===== src/rtl/conv_tile_scheduler.sv =====
// Layer sequencer for CONV_ACC: issues one pass per output-channel tile and
// generates the ifm/weight byte addresses, with beat-count and watchdog checks.
module conv_tile_scheduler #(
  parameter int unsigned ADDR_W   = 32,
  parameter int unsigned TILE_W   = 8,
  parameter int unsigned IFM_UNIT = 7904,
  parameter int unsigned WGT_UNIT = 13312,
  parameter int unsigned TIMEOUT  = 2000000
) (
  input  logic              clk,
  input  logic              rst_n,
  input  logic              layer_start,
  input  logic              layer_abort,
  input  logic [TILE_W-1:0] num_tiles,
  input  logic [1:0]        layer_ci,
  input  logic [1:0]        layer_co,
  input  logic [ADDR_W-1:0] ifm_base,
  input  logic [ADDR_W-1:0] wgt_base,
  output logic              start_conv,
  output logic [1:0]        cfg_ci,
  output logic [1:0]        cfg_co,
  input  logic              ifm_read,
  input  logic              wgt_read,
  input  logic              end_conv,
  output logic [ADDR_W-1:0] ifm_addr,
  output logic [ADDR_W-1:0] wgt_addr,
  output logic [TILE_W-1:0] tile_idx,
  output logic              busy,
  output logic              layer_done,
  output logic              err_len,
  output logic              err_timeout,
  output logic              err_proto
);

  // state    | meaning
  // S_IDLE   | waiting for layer_start
  // S_LAUNCH | start_conv pulse out, ifm address reloaded
  // S_RUN    | CONV_ACC pass in progress, addresses follow read beats
  typedef enum logic [1:0] {S_IDLE, S_LAUNCH, S_RUN} state_t;

  state_t            state;
  logic [TILE_W-1:0] num_tiles_q;
  logic [ADDR_W-1:0] ifm_base_q;
  logic [31:0]       ifm_cnt, wgt_cnt, wdog;

  logic [31:0] ifm_cnt_nxt, wgt_cnt_nxt, ci_n, co_n, ifm_exp, wgt_exp;
  logic        len_ok, last_tile, wdog_fire, proto_hit;

  always_comb begin
    ifm_cnt_nxt = ifm_cnt + 32'(ifm_read);
    wgt_cnt_nxt = wgt_cnt + 32'(wgt_read);
    ci_n        = 32'(cfg_ci) + 32'd1;
    co_n        = 32'(cfg_co) + 32'd1;
    ifm_exp     = ci_n * IFM_UNIT;
    wgt_exp     = ci_n * co_n * WGT_UNIT;
    len_ok      = (ifm_cnt_nxt == ifm_exp) && (wgt_cnt_nxt == wgt_exp);
    last_tile   = (tile_idx == num_tiles_q - TILE_W'(1));
    wdog_fire   = (TIMEOUT != 0) && (wdog == TIMEOUT - 1);
    proto_hit   = (state != S_RUN) && (ifm_read || wgt_read || end_conv);
  end

  always_ff @(posedge clk or negedge rst_n) begin
    if (!rst_n) begin
      state       <= S_IDLE;
      num_tiles_q <= '0;
      ifm_base_q  <= '0;
      ifm_cnt     <= '0;
      wgt_cnt     <= '0;
      wdog        <= '0;
      start_conv  <= 1'b0;
      cfg_ci      <= '0;
      cfg_co      <= '0;
      ifm_addr    <= '0;
      wgt_addr    <= '0;
      tile_idx    <= '0;
      busy        <= 1'b0;
      layer_done  <= 1'b0;
      err_len     <= 1'b0;
      err_timeout <= 1'b0;
      err_proto   <= 1'b0;
    end else begin
      start_conv <= 1'b0;
      layer_done <= 1'b0;
      if (layer_abort) begin
        state <= S_IDLE;
        busy  <= 1'b0;
      end else begin
        case (state)
          S_IDLE: begin
            if (layer_start) begin
              num_tiles_q <= num_tiles;
              ifm_base_q  <= ifm_base;
              cfg_ci      <= layer_ci;
              cfg_co      <= layer_co;
              tile_idx    <= '0;
              err_len     <= 1'b0;
              err_timeout <= 1'b0;
              err_proto   <= 1'b0;
              if (num_tiles == '0) begin
                layer_done <= 1'b1;
              end else begin
                state      <= S_LAUNCH;
                start_conv <= 1'b1;
                busy       <= 1'b1;
                ifm_addr   <= ifm_base;
                wgt_addr   <= wgt_base;
                ifm_cnt    <= '0;
                wgt_cnt    <= '0;
                wdog       <= '0;
              end
            end
          end
          S_LAUNCH: state <= S_RUN;
          S_RUN: begin
            if (ifm_read) begin
              ifm_addr <= ifm_addr + ADDR_W'(8);
              ifm_cnt  <= ifm_cnt_nxt;
            end
            if (wgt_read) begin
              wgt_addr <= wgt_addr + ADDR_W'(4);
              wgt_cnt  <= wgt_cnt_nxt;
            end
            wdog <= wdog + 32'd1;
            if (end_conv) begin
              if (!len_ok) err_len <= 1'b1;
              if (last_tile) begin
                state      <= S_IDLE;
                busy       <= 1'b0;
                layer_done <= 1'b1;
              end else begin
                // weights run on contiguously across tiles; only ifm restarts
                tile_idx   <= tile_idx + TILE_W'(1);
                state      <= S_LAUNCH;
                start_conv <= 1'b1;
                ifm_addr   <= ifm_base_q;
                ifm_cnt    <= '0;
                wgt_cnt    <= '0;
                wdog       <= '0;
              end
            end else if (wdog_fire) begin
              err_timeout <= 1'b1;
              state       <= S_IDLE;
              busy        <= 1'b0;
            end
          end
          default: state <= S_IDLE;
        endcase
      end
      if (proto_hit) err_proto <= 1'b1;
    end
  end

endmodule

===== config.mk =====
export PLATFORM = sky130hd
export DESIGN_NAME = conv_tile_scheduler
export DESIGN_NICKNAME = d
export VERILOG_FILES = /design/src/rtl/conv_tile_scheduler.sv
export SDC_FILE = /design/constraint.sdc
export NUM_CORES = 1
export LEC_CHECK = 0
export BUFFER_PORTS_ARGS = -buffer_cell sky130_fd_sc_hd__buf_2
export CAP_MARGIN = 20
export CELL_PAD_IN_SITES_DETAIL_PLACEMENT = 1
export CELL_PAD_IN_SITES_GLOBAL_PLACEMENT = 2
export CORE_AREA = 4 4 220 222
export DETAILED_ROUTE_END_ITERATION = 7
export DIE_AREA = 0 0 224 226
export GPL_TIMING_DRIVEN = 0
export PLACE_DENSITY = 0.7
export REMOVE_ABC_BUFFERS = 1
export SLEW_MARGIN = 25
export SYNTH_ARGS = -nofsm -noshare
export SYNTH_HDL_FRONTEND = slang
export SYNTH_SLANG_ARGS = --single-unit

===== constraint.sdc =====
create_clock -name clk -period 10.9 [get_ports clk]
set_clock_uncertainty 0.15 [all_clocks]
set_input_delay 0.545 -clock clk [delete_from_list [all_inputs] [get_ports clk]]
set_output_delay 0.545 -clock clk [all_outputs]
set_load 0.01 [all_outputs]

Yosys cells after proc, flatten, opt, wreduce, memory -nomap -nowiden
Index checks and enable logic that the tools add are counted.
{"block": "word_totals", "register_bits": 220, "latchBits": 0, "n_memories": 0, "output_inout_bits": 82, "mem_bits_rw": 0, "mem_bits_ro": 0}
{"block": "op_classes", "reduce_logical": 19, "n_shift": 0, "eq_ne": 20, "magnitude_cmp": 0, "multipliers": 3, "div_mod_pow": 0, "addsub": 9, "muxes": 63, "n_bitwise": 1}
{"op": "32-bit two-way mux", "n": 18}
{"op": "32-bit case mux with 2 select lines", "n": 5}
{"op": "32-bit by 1-bit adder with 32-bit output", "n": 2}
{"op": "32-bit by 1-bit adder with 32-bit output, second input constant", "n": 1}
{"op": "32-bit by 3-bit adder with 32-bit output, second input constant", "n": 1}
{"op": "32-bit by 4-bit adder with 32-bit output, second input constant", "n": 1}
{"op": "32-bit by 16-bit equality test with 1-bit output", "n": 1}
{"op": "32-bit by 20-bit equality test with 1-bit output", "n": 1}
{"op": "32-bit by 21-bit equality test with 1-bit output, second input constant", "n": 1}
{"op": "1-bit two-way mux", "n": 25}
{"op": "5-bit AND reduction", "n": 5}
{"op": "8-bit two-way mux", "n": 3}
{"op": "2-bit inequality test, second input constant", "n": 9}
{"op": "8-bit case mux with 2 select lines", "n": 1}
{"op": "3-bit by 8-bit multiplier with 11-bit output, second input constant", "n": 1}
{"op": "6-bit by 4-bit multiplier with 10-bit output, second input constant", "n": 1}
{"op": "2-bit two-way mux", "n": 5}
{"op": "1-bit case mux with 2 select lines", "n": 5}
{"op": "3-bit AND reduction", "n": 3}
{"op": "8-bit by 1-bit adder with 8-bit output, second input constant", "n": 1}
{"op": "8-bit equality test", "n": 1}
{"op": "8-bit zero test", "n": 1}
{"op": "4-bit inequality test, second input constant", "n": 2}
{"op": "8-bit by 1-bit subtractor with 8-bit output, second input constant", "n": 1}
{"op": "14 further kinds", "n": 20}

Depth between registers and ports, before layout
Gate-level depths: netlist of run 1.
{"block": "depth", "word_depth": 8, "depth_mapped": 22, "mapped_depth_nobuf": 21}

Least setup slack after synthesis of run 1
No wires, ideal clock.
{"block": "synth_path", "path_kind": "register -> register", "from": "register cfg_ci[0]", "to": "register err_len", "path_slack_ns": 5.446, "period_less_slack_ns": 5.454, "setup_ns": 0.131, "path_stages_with_launch": 20, "t_arrival_ns": 5.173, "cell_sequence": "dfrtp_1 inv_1 ha_1 clkbuf_1 and2_1 fa_1 ha_1 fa_1 ha_1 inv_1 fa_1 inv_1 ha_1 a21o_1 a21oi_1 o21ai_0 xnor2_1 or4_1 nor4_1 a21oi_1"}
{"block": "synth_via", "elab_chain_len": 7, "elab_cells_between_ends": 9}
{"element": "from (decl)", "line": "20", "rtl": "output logic [1:0] cfg_ci,"}
{"element": "from (signal assigned)", "line": "93", "rtl": "cfg_ci <= layer_ci;"}
{"element": "2-bit by 1-bit adder with 3-bit output *", "line": "52", "rtl": "ci_n = 32'(cfg_ci) + 32'd1;"}
{"element": "3-bit by 3-bit multiplier with 6-bit output", "line": "55", "rtl": "wgt_exp = ci_n * co_n * WGT_UNIT;"}
{"element": "6-bit by 4-bit multiplier with 10-bit output", "line": "55"}
{"element": "32-bit by 20-bit equality test with 1-bit output", "line": "56", "rtl": "len_ok = (ifm_cnt_nxt == ifm_exp) && (wgt_cnt_nxt == wgt_exp);"}
{"element": "1-bit logical AND *", "line": "56"}
{"element": "2-bit inequality test (no source line) *"}
{"element": "5-bit AND reduction (no source line) *"}
{"element": "to (signal assigned)", "line": "78", "rtl": "err_len <= 1'b0;"}
{"element": "to (signal assigned)", "line": "96", "rtl": "err_len <= 1'b0;"}
{"element": "to (signal assigned)", "line": "125", "rtl": "if (!len_ok) err_len <= 1'b1;"}
{"element": "to (decl)", "line": "30", "rtl": "output logic err_len,"}
Every way passes the cells marked *; elsewhere a longest branch is shown, timed or not.
A chain may end at the register's enable or synchronous reset.

Worst setup path after layout of run 1
Same ends and word-level chain as after synthesis.

==> results of run 1 <==
layout make-up:
class / count / area, µm²
fill: 5443 / 29900
multi-input combinational: 1225 / 7750
sequential: 220 / 5510
timing repair buffer: 179 / 1200
clock buffer: 39 / 823
tap: 607 / 759
clock inverter: 13 / 248
inverter: 45 / 169
antenna: 4 / 10.0
how the worst max path moves through the flow:
stage                          startpoint                    to  slack, ns  cells after the start
floorplan                    num_tiles[5]  wdog[26]$_DFFE_PN0P_       3.90                      8
global placement             num_tiles[5]  wdog[26]$_DFFE_PN0P_      -2.32                      9
detailed placement  cfg_ci[0]$_DFFE_PN0P_   err_len$_DFFE_PN0P_       4.78                     18
CTS                 cfg_ci[0]$_DFFE_PN0P_   err_len$_DFFE_PN0P_       4.75                     16
global route        cfg_ci[0]$_DFFE_PN0P_   err_len$_DFFE_PN0P_       4.45                     16
finish              cfg_ci[0]$_DFFE_PN0P_   err_len$_DFFE_PN0P_       4.78                     20
state kept, by name, indices dropped and copies added (netlist names):
register	flops
cfg_co	2
cfg_ci	2
err_timeout	1
ifm_cnt	32
layer_done	1
wgt_cnt	32
ifm_addr	32
err_len	1
state	2
num_tiles_q	8
busy	1
wgt_addr	32
tile_idx	8
start_conv	1
err_proto	1
wdog	32
ifm_base_q	32
cell usage in the layout, fill, tap and decap left out, types with 7 or more instances in the layout:
cell	synthesis	routed
inv_1	44	44
nor4_1	18	18
buf_2	17	163
nor2_1	133	129
mux2_2	44	44
and3_1	41	40
and2_1	23	23
a221oi_1	7	7
xor2_1	54	54
o21ai_0	143	140
nand4_1	47	47
xnor2_1	54	54
nand2_1	145	145
nand3_1	82	82
a31oi_1	20	20
ha_1	41	41
bufinv_16	0	7
clkbuf_16	0	29
o41ai_1	9	9
a21oi_1	113	113
o22ai_1	33	33
a21o_1	8	8
o31ai_1	35	35
and4_1	8	8
nor3_1	35	33
or3_1	21	21
buf_16	0	11
dfrtp_1	220	220
stage by stage:
stage	utilization	hold WS, ns
3_5_place_dp	0.332	0.329
4_1_cts	0.355	0.00701
2_1_floorplan	-	0.0994
5_1_grt	0.355	0.0372
6_report	0.355	0.0390
3_3_place_gp	0.322	0.318
cells by family after synthesis:
group,count (synthesis),synth area share
AO/OA/AOI/OAI,425,0.187
XOR/XNOR,109,0.0704
adder cells (fa/ha/maj),47,0.0453
buffers and inverters,145,0.0425
flip-flops,220,0.400
multiplexers,45,0.0367
AND/OR/NAND/NOR,599,0.218
power by group:
group	internal [mW]	switching (mW)	total, mW
Combinational	0.356	0.449	0.805
Sequential	0.912	0.103	1.01
Clock	0.690	0.392	1.08
tightest hold or removal path, stage by stage:
cell	delay, ns
buf_2	0.07
nand2_1	0.04
o21ai_0	0.06
routing by layer:
metal	routed length, µm	global-route usage	up-vias
met1	22000	0.256	6471
met4	846	0.0418	16
met2	22800	0.313	223
li1	-	-	6014
met3	2780	0.0430	73
met5	104	0	-
repair_timing:
action                                  4_1_cts  5_1_grt
endpoints found under the setup margin        0        0
endpoints found under the hold margin        62        0
hold buffers                                  1        0
==> impl_metrics.env, run 1 <==
export IMPL_design_area_um2=16500
export IMPL_dieArea_um2=50600
export IMPL_worstHoldStart="layer_ci[1]"
export IMPL_io_buffers=164
export IMPL_max_cap_violations=0
export IMPL_r2r_start="cfg_ci[0]$_DFFE_PN0P_"
export IMPL_drc_errors=0
export IMPL_max_freq_mhz=163
export IMPL_netlist_instances=1590
export IMPL_rsz0062_at_grt="no"
export IMPL_synth_ff_type="dfrtp_1"
export IMPL_tns_ns=0
export IMPL_netlist_area_leader_share=0.400
export IMPL_antenna_found_initial=13
export IMPL_rows=79
export IMPL_cpPeakStageDelay_ns=0.60
export IMPL_crit_family="adder cells"
export IMPL_ys_seq_elements=220
export IMPL_drt_pre_antenna_iters=5
export IMPL_grt_max_degree=82
export IMPL_end_kind="register"
export IMPL_initial_core_util=0.297
export IMPL_slew_headroom=0.338
export IMPL_root_buffer="clkbuf_16"
export IMPL_holdPathEnd="cfg_ci[1]$_DFFE_PN0P_"
export IMPL_die_width_um=224
export IMPL_cts_buffer_depth=3
export IMPL_synth_most_common_cell="dfrtp_1"
export IMPL_outcome="finished, final reports clean"
export IMPL_netlist_top_cells_count="dfrtp_1 (220), nand2_1 (145), o21ai_0 (143), nor2_1 (133), a21oi_1 (113)"
export IMPL_fin_nets=1828
export IMPL_dpl_cell_area_um2=15400
export IMPL_place_inst=2275
export IMPL_synth_edf_count=0
export IMPL_pre_cts_ws_ns=4.78
export IMPL_crit_buf_inv=3
export IMPL_cp_max_fo=11
export IMPL_synth_top_area_cell="dfrtp_1"
export IMPL_synthesis_area_um2=13800
export IMPL_hold_depth=3
export IMPL_grt_pass1_vias=13600
export IMPL_cts_sinks=220
export IMPL_power_mw=2.90
export IMPL_wirelength_mm=48.5
export IMPL_post_cts_setup_buffer_count=0
export IMPL_setup_viol=0
export IMPL_r2r_end="err_len$_DFFE_PN0P_"
export IMPL_async_reset_ff_frac=1.00
export IMPL_cts_tree="yes"
export IMPL_leakagePower_nw=7.01
export IMPL_grt_pass1_wl_mm=78.2
export IMPL_drive_above_1_share=0.171
export IMPL_hold_class="in2reg"
export IMPL_syn_mean_instance_area_um2=8.66
export IMPL_overflow=0
export IMPL_place_congestion=0.792
export IMPL_htreeDepth=1
export IMPL_slew_viol_final=0
export IMPL_syn2layout_area_growth_pct=19.7
export IMPL_num_io_pins=165
export IMPL_timing_final_crit_period_ns=6.12
export IMPL_cpMostUsedCell="ha_1"
export IMPL_fp_dieH_um=226
export IMPL_synth_seq_area_share=0.400
export IMPL_path_clk_slew_ns=0.06
export IMPL_num_vias=12800
export IMPL_crit_type="reg2reg"
export IMPL_clk_latency_ns=0.57
export IMPL_yosysUniqueCellTypes=76
export IMPL_hpwl_mm=33.5
export IMPL_detail_route_antenna_nets=0
export IMPL_fin_ws_ns=4.78
export IMPL_core_area_um2=46400
export IMPL_crit_arrival_ns=6.41
export IMPL_post_drt_wl_per_cell_um=20.8
export IMPL_grt_use_total=0.190
export IMPL_worstPathRequired_ns=11.19
export IMPL_drt_iter0_drc=789
export IMPL_vdd_drop_max_mv=0.118
export IMPL_cpMaxStageDelayCell="dfrtp_1"
export IMPL_powerDensity_nw_per_um2=176
export IMPL_cts_made_buffers=28
export IMPL_synth_top_cells_by_area="dfrtp_1 (40%), o21ai_0 (5.2%), a21oi_1 (4.1%)"
export IMPL_tightest_slew_ns=0.991
export IMPL_final_cells=2332
export IMPL_routed_via_density=5.49
export IMPL_post_route_period_util=0.561
export IMPL_hold_viol=0
export IMPL_cts_resized=0
export IMPL_rr_worst_depth=20
export IMPL_cp_start_kind="register"
export IMPL_ys_warn_count=0
export IMPL_regToRegSetupSlack_ns=4.78
export IMPL_path_cells="inv_1 -> ha_1 -> and2_1 -> fa_1 -> ha_1 -> fa_1 -> xor2_1 -> inv_1 -> ha_1 -> inv_1 -> ha_1 -> ha_1 -> nand3_1 -> o22ai_1 -> nor2_1 -> xnor2_1 -> o2111ai_1 -> or4_1 -> nor4_1 -> a21oi_1"
No activity file was read; power rests on OpenSTA's default activity.
==> run 2, diff against run 1 <==
--- a/config.mk
+++ b/config.mk
@@ -5,15 +5,16 @@
 export SDC_FILE = /design/constraint.sdc
 export NUM_CORES = 1
 export LEC_CHECK = 0
+export ABC_AREA = 1
 export BUFFER_PORTS_ARGS = -buffer_cell sky130_fd_sc_hd__buf_2
 export CAP_MARGIN = 20
 export CELL_PAD_IN_SITES_DETAIL_PLACEMENT = 1
 export CELL_PAD_IN_SITES_GLOBAL_PLACEMENT = 2
-export CORE_AREA = 4 4 220 222
+export CORE_AREA = 4 4 233 235
 export DETAILED_ROUTE_END_ITERATION = 7
-export DIE_AREA = 0 0 224 226
+export DIE_AREA = 0 0 237 239
 export GPL_TIMING_DRIVEN = 0
-export PLACE_DENSITY = 0.7
+export PLACE_DENSITY = 0.77
 export REMOVE_ABC_BUFFERS = 1
 export SLEW_MARGIN = 25
 export SYNTH_ARGS = -nofsm -noshare
==> constraint.sdc (replaced) <==
create_clock -name clk -period 5.5 [get_ports clk]
set_clock_uncertainty 0.15 [all_clocks]
set_input_delay 0.275 -clock clk [delete_from_list [all_inputs] [get_ports clk]]
set_output_delay 0.275 -clock clk [all_outputs]
set_load 0.01 [all_outputs]
==> run 2 against run 1 <==
- clock power up 92%
- synthesized cell count up 40%
- flip-flop and latch count unchanged
==> impl_metrics.env, run 2 <==
export IMPL_tns_ns=0
export IMPL_cpMaxStageDelayCell="fa_1"
export IMPL_final_cells=3158
export IMPL_path_clk_slew_ns=0.06
export IMPL_synth_ff_type="dfrtp_1"
export IMPL_rows=84
export IMPL_post_route_util=0.368
export IMPL_global_route_usage_met3=0.0370
export IMPL_cpMostUsedCell="nand2_1"
export IMPL_ys_warn_count=0
export IMPL_die_width_um=237
export IMPL_async_reset_ff_frac=1.00
export IMPL_cp_max_fo=6
export IMPL_rr_worst_depth=26
export IMPL_hpwl_mm=40.9
export IMPL_r2r_end="err_len$_DFFE_PN0P_"
export IMPL_synth_top_area_cell="dfrtp_1"
export IMPL_cts_made_buffers=29
export IMPL_cts_buffer_depth=3
export IMPL_drive_above_1_share=0.137
export IMPL_netlist_top_cells_count="nand2_1 (699), nor2_1 (258), inv_1 (253), dfrtp_1 (220), o21ai_0 (173)"
export IMPL_outcome="finished, final reports clean"
export IMPL_worstHoldStart="wgt_read"
export IMPL_post_route_period_util=0.920
export IMPL_core_area_um2=52200
export IMPL_clk_latency_ns=0.59
export IMPL_crit_arrival_ns=5.39
export IMPL_grt_pass1_wl_mm=90.5
export IMPL_synth_edf_count=0
export IMPL_antenna_found_initial=5
export IMPL_fin_nets=2575
export IMPL_drt_iter0_drc=571
export IMPL_root_buffer="clkbuf_16"
export IMPL_synthesis_area_um2=15500
export IMPL_regToRegSetupSlack_ns=0.44
export IMPL_num_io_pins=165
export IMPL_hold_viol=0
export IMPL_cts_sinks=220
export IMPL_place_congestion=0.824
export IMPL_grt_use_total=0.195
export IMPL_overflow=0
export IMPL_synth_most_common_cell="nand2_1"
export IMPL_synth_top_cells_by_area="dfrtp_1 (36%), nand2_1 (17%), nor2_1 (6.3%)"
export IMPL_num_vias=15400
export IMPL_htreeDepth=1
export IMPL_top_usage_layer="met2"
export IMPL_tightest_slew_ns=0.969
export IMPL_syn_mean_instance_area_um2=6.97
export IMPL_io_buffers=164
export IMPL_synth_seq_area_share=0.355
export IMPL_place_inst=3017
export IMPL_cts_tree="yes"
export IMPL_crit_type="reg2reg"
export IMPL_drt_pre_antenna_iters=4
export IMPL_netlist_instances=2222
export IMPL_layout_common_cells="nand2_1 (699), nor2_1 (255), inv_1 (252)"
export IMPL_drc_errors=0
export IMPL_max_cap_violations=0
export IMPL_syn2layout_area_growth_pct=24.1
export IMPL_slew_viol_final=0
export IMPL_fp_dieH_um=239
export IMPL_hold_depth=3
export IMPL_dieArea_um2=56600
export IMPL_initial_core_util=0.296
export IMPL_cpPeakStageDelay_ns=0.53
export IMPL_detail_route_antenna_nets=0
export IMPL_final_common_cell="nand2_1"
export IMPL_grt_pass1_vias=16600
export IMPL_rsz0062_at_grt="no"
export IMPL_netlist_area_leader_share=0.355
export IMPL_routed_via_density=4.88
export IMPL_grt_max_degree=76
export IMPL_timing_final_crit_period_ns=5.06
export IMPL_worstPathRequired_ns=5.82
export IMPL_vdd_drop_max_mv=0.242
export IMPL_setup_viol=0
export IMPL_post_drt_wl_per_cell_um=17.8
export IMPL_holdPathEnd="err_proto$_DFFE_PN0P_"
export IMPL_ys_seq_elements=220
export IMPL_max_freq_mhz=198
export IMPL_hold_class="in2reg"
export IMPL_power_mw=6.03
export IMPL_r2r_start="cfg_ci[1]$_DFFE_PN0P_"
export IMPL_end_kind="register"
export IMPL_globalRouteMet1Util=0.258
export IMPL_wirelength_mm=56.1
export IMPL_slew_headroom=0.354
export IMPL_holdWs_ns=0.137
export IMPL_cp_start_kind="register"
export IMPL_grt_use_met2=0.329
export IMPL_leakagePower_nw=8.96
export IMPL_yosysUniqueCellTypes=53
export IMPL_powerDensity_nw_per_um2=314
==> run 2: stage by stage <==
stage	area (µm²)	setup WS, ns
global placement	16800	-9.33
floorplan	15100	-3.43
CTS	19100	0.000362
finish	19200	0.438
detailed placement	17300	-0.222
global route	19200	0.0522
==> run 2: what timing repair did <==
action / in CTS / in global routing
hold buffers: 83 / 0
endpoints found under the hold margin: 281 / 0
resized for setup: 2 / 7
endpoints found under the setup margin: 1 / 1
setup buffers: 0 / 2
==> run 2: area by class of cell <==
| cell class | count | area [µm²] |
|---|---|---|
| Fill cell | 6514 | 33000 |
| Multi-Input combinational cell | 1670 | 8750 |
| Sequential cell | 220 | 5510 |
| Timing Repair Buffer | 265 | 2090 |
| Inverter | 260 | 985 |
| Tap cell | 688 | 861 |
| Clock buffer | 39 | 813 |
| Clock inverter | 13 | 209 |
| Antenna cell | 3 | 7.51 |
==> run 2: logic make-up after synthesis <==
group,Yosys count,synth area share
and+or+nand+nor,1208,0.324
buffers and inverters,332,0.0853
AOI/OAI and AO/OA,321,0.140
DFF,220,0.355
xor gates and xnor gates,93,0.0544
adders and majority gates,46,0.0396
muxes,2,0.00145
==> run 2: critical path: cells and delay by family (launching register included) <==
| family | cells | cell delay (ns) |
|---|---|---|
| AO/OA/AOI/OAI | 1 | 0.15 |
| adder cells (fa/ha/maj) | 7 | 2.71 |
| buffers and inverters | 4 | 0.28 |
| flip-flops | 1 | 0.43 |
| AND/OR/NAND/NOR | 14 | 1.23 |
==> run 2: how the worst max path moves through the flow <==
stage	start	end	slack, ns	depth (start not counted)
6_report	cfg_ci[1]$_DFFE_PN0P_	err_len$_DFFE_PN0P_	0.44	26
4_1_cts	cfg_ci[0]$_DFFE_PN0P_	err_len$_DFFE_PN0P_	0.0004	26
3_5_place_dp	cfg_ci[0]$_DFFE_PN0P_	err_len$_DFFE_PN0P_	-0.22	26
2_1_floorplan	state[0]$_DFFE_PN0P_	ifm_addr[15]$_DFFE_PN0P_	-3.43	6
5_1_grt	cfg_ci[0]$_DFFE_PN0P_	err_len$_DFFE_PN0P_	0.05	27
3_3_place_gp	num_tiles[7]	ifm_addr[15]$_DFFE_PN0P_	-9.33	10
==> run 2: routing by layer <==
layer	vias up	wire [µm]
met2	219	26200
met4	4	1600
met3	94	2470
met1	7507	25800
met5	-	21
li1	7600	-
==> run 2: report_power, final <==
part | switching (mW) | internal, mW
Sequential | 0.233 | 1.82
Combinational | 1.15 | 0.761
Clock | 0.802 | 1.27
Total | 2.18 | 3.85
